### config.mk
export PLATFORM = sky130hd
export DESIGN_NAME = heartbeat_responder
export DESIGN_NICKNAME = d
export VERILOG_FILES = /design/src/rtl/heartbeat_responder.sv
export SDC_FILE = /design/constraint.sdc
export NUM_CORES = 1
export LEC_CHECK = 0
export ABC_CLOCK_PERIOD_IN_PS = 6100
export BUFFER_PORTS_ARGS = -buffer_cell sky130_fd_sc_hd__buf_2
export CORE_UTILIZATION = 23
export CTS_CLUSTER_SIZE = 24
export DETAILED_ROUTE_END_ITERATION = 8
export SETUP_SLACK_MARGIN = 0.5
export SLEW_MARGIN = 20
export SYNTH_ARGS = -nofsm -noshare
export SYNTH_HDL_FRONTEND = slang
export SYNTH_SLANG_ARGS = --single-unit
### constraint.sdc
create_clock -name clk -period 6.1 [get_ports clk]
set_input_delay 1.22 -clock clk [delete_from_list [all_inputs] [get_ports clk]]
set_output_delay 1.22 -clock clk [all_outputs]
set_load 0.02 [all_outputs]
### src/rtl/heartbeat_responder.sv
// Heartbeat responder: turns addressed heartbeat requests into acknowledge packets.
// It buffers pending replies in a small FIFO and filters loopback and duplicate requests.
module heartbeat_responder #(
  parameter int unsigned NODE_ID_WIDTH = 8,
  parameter int unsigned SEQ_WIDTH     = 8,
  parameter int unsigned FIFO_DEPTH    = 4,
  parameter int unsigned CNT_WIDTH     = 16
) (
  input  logic                     clk,
  input  logic                     rst,
  input  logic [NODE_ID_WIDTH-1:0] this_node_id,
  input  logic                     req_valid,
  output logic                     req_ready,
  input  logic [NODE_ID_WIDTH-1:0] req_src,
  input  logic [NODE_ID_WIDTH-1:0] req_dst,
  input  logic [SEQ_WIDTH-1:0]     req_seq,
  output logic                     resp_valid,
  input  logic                     resp_ready,
  output logic [NODE_ID_WIDTH-1:0] resp_src,
  output logic [NODE_ID_WIDTH-1:0] resp_dst,
  output logic [SEQ_WIDTH-1:0]     resp_seq,
  output logic [CNT_WIDTH-1:0]     resp_count,
  output logic [CNT_WIDTH-1:0]     drop_count,
  output logic [CNT_WIDTH-1:0]     dup_count
);

  localparam int unsigned AW = $clog2(FIFO_DEPTH);
  localparam int unsigned PW = AW + 1;
  localparam logic [NODE_ID_WIDTH-1:0] Broadcast = '1;
  localparam logic [CNT_WIDTH-1:0]     CntOne    = CNT_WIDTH'(1);
  localparam logic [PW-1:0]            PtrOne    = PW'(1);

  logic [NODE_ID_WIDTH-1:0] src_q [FIFO_DEPTH];
  logic [SEQ_WIDTH-1:0]     seq_q [FIFO_DEPTH];
  logic [PW-1:0]            wptr_q, rptr_q, used;
  logic [CNT_WIDTH-1:0]     resp_cnt_q, drop_cnt_q, dup_cnt_q;

  logic empty, full, pop, push, addressed, loopback, dup, drop_inc, dup_inc;

  assign used  = wptr_q - rptr_q;
  assign empty = (wptr_q == rptr_q);
  assign full  = (wptr_q[AW-1:0] == rptr_q[AW-1:0]) && (wptr_q[AW] != rptr_q[AW]);
  assign pop   = !empty && resp_ready;

  assign addressed = (req_dst == this_node_id) || (req_dst == Broadcast);
  assign loopback  = (req_src == this_node_id);

  // The head is still a live entry here even when it is popped this cycle.
  always_comb begin
    dup = 1'b0;
    for (int k = 0; k < int'(FIFO_DEPTH); k++) begin
      if ((PW'(k) < used) &&
          (src_q[rptr_q[AW-1:0] + AW'(k)] == req_src) &&
          (seq_q[rptr_q[AW-1:0] + AW'(k)] == req_seq)) begin
        dup = 1'b1;
      end
    end
  end

  always_comb begin
    push     = 1'b0;
    drop_inc = 1'b0;
    dup_inc  = 1'b0;
    if (req_valid && addressed) begin
      if (loopback)            drop_inc = 1'b1;
      else if (dup)            dup_inc  = 1'b1;
      else if (full && !pop)   drop_inc = 1'b1;
      else                     push     = 1'b1;
    end
  end

  always_ff @(posedge clk) begin
    if (rst) begin
      wptr_q     <= '0;
      rptr_q     <= '0;
      resp_cnt_q <= '0;
      drop_cnt_q <= '0;
      dup_cnt_q  <= '0;
      for (int i = 0; i < int'(FIFO_DEPTH); i++) begin
        src_q[i] <= '0;
        seq_q[i] <= '0;
      end
    end else begin
      if (push) begin
        src_q[wptr_q[AW-1:0]] <= req_src;
        seq_q[wptr_q[AW-1:0]] <= req_seq;
        wptr_q                <= wptr_q + PtrOne;
      end
      if (pop) rptr_q <= rptr_q + PtrOne;
      if (pop && (resp_cnt_q != '1))      resp_cnt_q <= resp_cnt_q + CntOne;
      if (drop_inc && (drop_cnt_q != '1)) drop_cnt_q <= drop_cnt_q + CntOne;
      if (dup_inc && (dup_cnt_q != '1))   dup_cnt_q  <= dup_cnt_q + CntOne;
    end
  end

  assign req_ready  = 1'b1;
  assign resp_valid = !empty;
  assign resp_src   = this_node_id;
  assign resp_dst   = src_q[rptr_q[AW-1:0]];
  assign resp_seq   = seq_q[rptr_q[AW-1:0]];
  assign resp_count = resp_cnt_q;
  assign drop_count = drop_cnt_q;
  assign dup_count  = dup_cnt_q;

endmodule

==> flow_summary.yaml <==
floorplan:
  die_area_um2: 34700
  die_h_um: 186
  initial_core_util_pct: 23.4
  num_rows: 67
  die_width_um: 186
  core-area_um2: 33400
  io_pins: 110
synthesis:
  synthDistinctLibCells: 57
  yosysTopAreaCell: "edfxtp_1"
  ys_seq_area_share_pct: 38.9
  synth_top_cell_area_share_pct: 24.6
  syn-cell-area_um2: 7810
  syn_avg_cell_area_um2: 11.2
  synth_area_leaders: "edfxtp_1, mux4_2, dfxtp_1"
  synthArstFlopShare_pct: 0
  ys_warn_count: 0
  synthCells: 697
  ys_ff_latch: 120
  syn_nets: 741
  synthFlopType: "edfxtp_1"
  synth-edff-count: 64
layout:
  diodes: 0
  mostFrequentLayoutCell: "buf_2"
  stdcell_area_um2: 9250
  nets: 819
  finalNonFillerCells: 1236
  areaGrowthSynthToFinish_pct: 18.4
  drive_gt1_share_pct: 28.7
  layout_common_cells: "buf_2, xnor2_1, and2_1"
hold_path:
  min_to: "drop_count[10]$_SDFFE_PP0P_"
  min_from: "drop_count[10]$_SDFFE_PP0P_"
  hold_path.class: "reg2reg"
  hold_depth: 2
worst_setup_path:
  slowest_stage: "ha_2"
  ff2ff_path_depth: 11
  crit_family: "simple AND/OR/NAND/NOR gates"
  cp-start-kind: "register"
  crit_type: "reg2reg"
  crit_path_end_kind: "register"
  cp.arrival_ns: 5.21
  crit_chain: "buf_4 > ha_2 > mux4_2 > xnor2_1 > o221ai_1 > a2111oi_0 > a22oi_1 > nand2_1 > or3b_4 > nor3_2 > and2_1"
  reg2reg_setup_slack_ns: 1.18
  cpPeakStageDelay_ns: 1.07
  path_max_fanout: 37
  timing.rr.start: "rptr_q[1]$_SDFFE_PP0P_"
  required_ns: 6.39
  critical_path_buf_inv_count: 1
  r2r-end: "seq_q[1][4]$_SDFFCE_PN0P_"
drt:
  vias: 5903
  first_pass_iters: 5
  dr.first_iter.drc_count: 450
  wl_met2_mm: 9.75
  via_per_inst: 4.78
  drc_errors: 0
  route.antenna.remaining_nets: 0
  wire_per_inst_um: 17.0
  drt_wl_total_mm: 21.0
  dr.max_layer_used: "met5"
  wl_met3_mm: 1.92
  wl_met1_mm: 8.99
placed_design:
  placement.io_buffers: 108
  dp_hpwl_mm: 14.7
  place_congestion: 0.863
  placed_area_um2: 8640
  dp.cells: 1204
power_and_ir_drop:
  power.density_nw_per_um2: 226
  p_leak_nw: 3.22
  irDropWorstVdd_mv: 0.222
global_route:
  antenna_found_initial: 2
  grt_max_degree: 52
  grt_overflow: 0
  grtUsageTotal_pct: 12.0
  first_global_vias: 5565
  grt_pass1_wl_mm: 32.2
cts:
  tritoncts: "built"
  ctsHoldBuffers: 0
  htree_levels: 4
  ctsResizeCount: 0
  clock-sinks: 120
  numCtsBuffers: 17
  post_cts_buffers: 0
  clock-root-buffer: "clkbuf_16"
  cts_buffer_depth: 2
  clk_pin_slew_ns: 0.06
  clk_latency_ns: 0.43
run_status:
  outcome: "finished, final reports clean"
timing:
  hold_viol_final: 0
  fin_crit_sh_pct: 80.7
  drv_slew: 0
  clock_skew_ns: 0.00935
  fin_tns_setup_ns: 0
  max_freq_mhz: 203
  min_period_ns: 4.92
  maxSlewHeadroom_pct: 29.9
  setup_viol: 0
  rsz0062_at_grt: "false"
  max_slew.worst_pin.slew_ns: 1.05
flow_run:
  max_cap_viol_count: 0
through the flow:
step,setup slack [ns],util (%),total power [W],hold WS [ns]
2_1_floorplan,1.66,-,0.00101,0.495
3_3_place_gp,1.27,25.8,0.00106,0.474
3_5_place_dp,1.17,25.8,0.00107,0.491
4_1_cts,1.16,27.7,0.00211,0.502
5_1_grt,0.951,27.7,0.00216,0.522
6_report,1.18,27.7,0.00209,0.499
worst max-delay path by stage:
stage,start,end,slack [ns],cells past startpoint
final,rptr_q[1]$_SDFFE_PP0P_,seq_q[1][4]$_SDFFCE_PN0P_,1.18,11
after global routing,rptr_q[1]$_SDFFE_PP0P_,seq_q[1][4]$_SDFFCE_PN0P_,0.95,11
after CTS,rptr_q[1]$_SDFFE_PP0P_,seq_q[1][4]$_SDFFCE_PN0P_,1.16,11
after detailed placement,rptr_q[1]$_SDFFE_PP0P_,seq_q[1][4]$_SDFFCE_PN0P_,1.17,11
after global placement,rptr_q[1]$_SDFFE_PP0P_,src_q[1][7]$_SDFFCE_PN0P_,1.27,11
after floorplan,req_src[7],seq_q[0][0]$_SDFFCE_PN0P_,1.66,9
flip-flops by register name (all words and copies together) (netlist names), named ones only:
name,count
seq_q,32
dup_count,16
src_q,32
resp_count,16
drop_count,16
rptr_q,3
wptr_q,3
synth_stat cells (all sizes together) (4+ instances only):
| master | instances |
|---|---|
| a21oi | 21 |
| and2 | 68 |
| and3 | 8 |
| buf | 32 |
| clkbuf | 26 |
| dfxtp | 56 |
| edfxtp | 64 |
| ha | 7 |
| inv | 14 |
| mux2 | 4 |
| mux2i | 15 |
| mux4 | 60 |
| nand2 | 28 |
| nand3 | 23 |
| nand4 | 25 |
| nor2 | 41 |
| nor2b | 5 |
| nor3 | 12 |
| nor4 | 7 |
| o21ai | 18 |
| o31ai | 5 |
| or3 | 16 |
| or4 | 6 |
| xnor2 | 77 |
| xor2 | 29 |
worst register-to-register path, cell delays in order (launching register included):
cell       delay (ns)
dfxtp_1          0.30
buf_4            0.22
ha_2             1.07
mux4_2           0.65
xnor2_1          0.17
o221ai_1         0.09
a2111oi_0        0.10
a22oi_1          0.37
nand2_1          0.20
or3b_4           0.54
nor3_2           0.85
and2_1           0.24
area by class of cell:
type	count	area [µm²]
Timing Repair Buffer	117	608
Clock buffer	20	457
Inverter	14	52.6
Sequential cell	120	3040
Clock inverter	12	150
Tap cell	448	561
Multi-Input combinational cell	505	4380
Fill cell	3492	24200
power breakdown:
| part | switching, W | internal, W |
|---|---|---|
| logic | 0.0000968 | 0.0000727 |
| clock network | 0.000382 | 0.000661 |
| registers | 0.0000155 | 0.000864 |
| total | 0.000494 | 0.00160 |
kinds of logic after synthesis:
logic type	share of synthesized area [%]
buf+inv	5.12
simple gates	17.7
compound gates	5.16
mux	19.8
xor+xnor	11.9
other cells	0.0480
fa+ha+maj	1.38
flops	38.9
per-layer routing:
layer / GRT usage [%] / up-vias
met5: 0 / -
met4: 3.56 / 2
met3: 4.59 / 31
met2: 18.5 / 250
met1: 15.5 / 2921
li1: - / 2699
Power figures use the tool's default switching activity.
